===== src/rtl/irq_req_capture.sv =====
// Request capture ahead of the priority encoder: sticky pending bits, ack clear, overflow flags.
// Optional IRQ_SYNC_EN adds a 2-flop synchronizer on every req_in bit before edge detection.

module irq_req_lane (
   input  logic clk,
   input  logic rst_n,
   input  logic req,
   input  logic ack,
   input  logic ovf_clr,
   output logic p,
   output logic ovf
);

   logic s;
   logic s_q;
   logic ev;

`ifdef IRQ_SYNC_EN
   logic [1:0] sync;

   always_ff @(posedge clk or negedge rst_n) begin
      if (!rst_n) sync <= '0;
      else        sync <= {sync[0], req};
   end

   assign s = sync[1];
`else
   assign s = req;
`endif

   assign ev = s & ~s_q;

   always_ff @(posedge clk or negedge rst_n) begin
      if (!rst_n) begin
         s_q <= 1'b0;
         p   <= 1'b0;
         ovf <= 1'b0;
      end else begin
         s_q <= s;
         // a fresh event beats a same-cycle ack of this bit
         if (ev)       p <= 1'b1;
         else if (ack) p <= 1'b0;
         if (ovf_clr)             ovf <= 1'b0;
         else if (ev & p & ~ack)  ovf <= 1'b1;
      end
   end

endmodule

module irq_req_capture #(
   parameter int N  = 4,
   parameter int IW = 2
) (
   input  logic          clk,
   input  logic          rst_n,
   input  logic [N-1:0]  req_in,
   input  logic [N-1:0]  mask,
   input  logic          ack_valid,
   input  logic [IW-1:0] ack_id,
   input  logic          ovf_clr,
   output logic [N-1:0]  pend,
   output logic          any_pend,
   output logic [N-1:0]  overflow
);

   logic [N-1:0] p_raw;
   logic [N-1:0] ack_hit;

   // ack_id values >= N match no lane and are therefore ignored
   for (genvar g = 0; g < N; g++) begin : g_lane
      assign ack_hit[g] = ack_valid && (ack_id == IW'(g));

      irq_req_lane u_lane (
         .clk     (clk),
         .rst_n   (rst_n),
         .req     (req_in[g]),
         .ack     (ack_hit[g]),
         .ovf_clr (ovf_clr),
         .p       (p_raw[g]),
         .ovf     (overflow[g])
      );
   end

   assign pend     = p_raw & ~mask;
   assign any_pend = |pend;

endmodule


===== config.mk =====
export PLATFORM = sky130hd
export DESIGN_NAME = irq_req_capture
export DESIGN_NICKNAME = d
export VERILOG_FILES = /design/src/rtl/irq_req_capture.sv
export SDC_FILE = /design/constraint.sdc
export NUM_CORES = 1
export LEC_CHECK = 0
export ABC_AREA = 0
export ABC_CLOCK_PERIOD_IN_PS = 1500
export CAP_MARGIN = 20
export CORE_MARGIN = 2
export CORE_UTILIZATION = 40
export CTS_BUF_LIST = sky130_fd_sc_hd__clkbuf_2 sky130_fd_sc_hd__clkbuf_4 sky130_fd_sc_hd__clkbuf_8
export DETAILED_ROUTE_END_ITERATION = 10
export GPL_ROUTABILITY_DRIVEN = 0
export PLACE_DENSITY = 0.78
export SLEW_MARGIN = 15
export SYNTH_ARGS = -nofsm -noshare
export SYNTH_HDL_FRONTEND = slang
export SYNTH_SLANG_ARGS = --single-unit

===== constraint.sdc =====
create_clock -name clk -period 1.5 [get_ports clk]
set_input_delay 0.15 -clock clk [delete_from_list [all_inputs] [get_ports clk]]
set_output_delay 0.15 -clock clk [all_outputs]
set_load 0.02 [all_outputs]

==> metrics.cfg, run 1 <==
[status]
outcome = finished with violations
violations = negative setup slack

[synthesis]
synth_seq_cells = 12
synth_cell_types = 10
yosys_warnings = 0
syn-num-nets = 63
synth.avg_cell_area_um2 = 10.9
yosysSeqAreaShare_pct = 56.2
syn_inst = 49
synth.cell_area_um2 = 534

[routing]
ant_nets = 0
avgRoutedWirePerCell_um = 12.7
initialDrtViolationCount = 3
vias = 444
wirelength_um = 1150
avgViaCountPerCell = 4.88
drtPass1Iterations = 2
drc = 0

[grt]
gr-usage-all-layers_pct = 18.4
grt_pass1_wl_um = 1930
grt_pass1_vias = 464
antenna_found_initial = 0
grt_max_degree = 13
grt_overflow = 0

[worst_setup_path]
slowest_delay_ps = 520
crit_chain = nor2b_4 -> or4_4 -> buf_6
crit-reg2reg-launch = g_lane[1].u_lane.p
criticalPathCategory = reg2out
slowest_stage = or4_4
path_max_fanout = 2
r2r_slack_ps = 580
crit_start = g_lane[1].u_lane.p
cp_data_required_time_ps = 1350
startpoint_type = register
rr_endpoint = g_lane[1].u_lane.ovf
cp-end-kind = primary output
crit_buf_inv = 1
crit_family = simple AND/OR/NAND/NOR gates
arrival_ps = 1460
reg2regPathDepth = 4

[layout]
mostFrequentLayoutCell = clkdlybuf4s50_1
nFillCells = 106
drive_gt1_share_pct = 17.1
antennaDiodeCount = 0
final_cell_mix = clkdlybuf4s50_1, inv_1, dfrtp_1, o22ai_1, buf_4
syn2layout_area_growth_pct = 54.8
num-nets-final = 91
fin_area_um2 = 827

[floorplanning]
coreArea_um2 = 1270
fp.dieH_um = 40.5
start_util_pct = 42.1
row_count = 13
ios = 23
dieArea_um2 = 1640
dieWidth_um = 40.5

[clock_network]
cts_sinks = 12
clk_latency_ps = 270
cts_buffer_depth = 2
htree_levels = 1
clk_pin_slew_ps = 80
holdBufCountCts = 0
cts_root_buf = clkbuf_4
cts_tree = done
cts_buffers = 3

[sta]
final-hold-violation-count = 0
setup_ws_ps = -111
skew_ps = 5.36
rsz0062_at_grt = true
max_freq_ghz = 0.621
holdWs_ps = 221
fin_crit_sh_pct = 107
worst_pin_slew_ps = 533
relSlewSlack_pct = 64.4
finalCriticalPeriod_ps = 1610
finalMaxSlewViolations = 0
setup_viol = 1

[placed_design]
dpl_cell_area_um2 = 766
dp_hpwl_um = 930
portBuffers = 22

[pwr]
pwr-share-seq_pct = 44.8
power.density_nw_per_um2 = 981
power_switching_mw = 0.207
pwr-share-clk_pct = 31.7
total_power_mw = 0.811
power.share.combinational_pct = 23.5
intPower_mw = 0.605
swShare_pct = 25.5
p_leak_nw = 0.399
peakVddDrop_mv = 0.461

[hold_path]
hold_path.class = in2async

[run]
cap_viol_max_count = 0

[synth_stat cells, drive strengths merged]
| master | instances | area (µm²) |
|---|---|---|
| buf | 4 | 30.0 |
| inv | 12 | 45.0 |
| and3 | 1 | 6.26 |
| nand4bb | 4 | 45.0 |
| dfrtp | 12 | 300 |
| or4 | 1 | 7.51 |
| and3b | 2 | 17.5 |
| nor2b | 4 | 25.0 |
| nor3b | 1 | 7.51 |
| o22ai | 8 | 50.1 |
[state kept, by name, summed over array words and instances, names as in the netlist]
register and flops:
g_lane.u_lane.ovf 4, g_lane.u_lane.p 4, g_lane.u_lane.s_q 4
[power groups by stage]
stage	registers, mW	logic, mW	clock network (mW)
finish	0.364	0.190	0.257
global route	0.367	0.207	0.274
CTS	0.364	0.181	0.265
detailed placement	0.371	0.182	0
global placement	0.369	0.178	0
floorplan	0.367	0.0835	0
[per-stage QoR]
stage	util [%]	setup slack [ps]	setup TNS (ps)	std cells
5_1_grt	65.2	-153	-153	91
6_report	65.2	-111	-111	91
3_5_place_dp	60.4	-365	-385	85
2_1_floorplan	-	137	0	49
4_1_cts	63.5	-134	-134	90
3_3_place_gp	60.4	-352	-367	85
[per-layer routing]
layer  track usage, %  up-vias  share of wire (%)
met2             33.3        9                 57
met1             19.7      215                 40
li1                 -      220                  -
met4             7.50        0                  0
met5                0        -                  0
met3             5.00        0                3.7
[worst max path at each step]
stage,cells past startpoint,slack [ps],to
after global placement,4,-350,any_pend
after CTS,3,-130,any_pend
final,3,-110,any_pend
after global routing,3,-150,any_pend
after detailed placement,4,-370,any_pend
after floorplan,2,140,any_pend
[cell families after synthesis]
logic type | count (synthesis) | share of synthesized area, %
simple gates | 13 | 20.4
flops | 12 | 56.2
buf+inv | 16 | 14.1
compound gates | 8 | 9.37
[repair_timing]
action	in CTS	in global routing
resized for setup	10	4
pin swaps	1	1
setup buffers	1	1
gates cloned	0	0
endpoints found under the setup margin	5	1
[final cells by class]
| cell class | count | area (µm²) | area share (%) |
|---|---|---|---|
| flip-flops and latches | 12 | 300 | 36.3 |
| repair buffers | 27 | 254 | 30.7 |
| multi-input cells | 21 | 173 | 20.9 |
| inverters | 12 | 45.0 | 5.45 |
| clock buffers | 4 | 36.3 | 4.39 |
| well taps | 15 | 18.8 | 2.27 |
Note: power is estimated with default switching activity, not from simulation.
==> run 2: changes to the inputs <==
- ABC_CLOCK_PERIOD_IN_PS: 1500 -> not set
==> results of run 2 <==
Same layout as run 1: the final DEF is identical, and so are final timing and power.
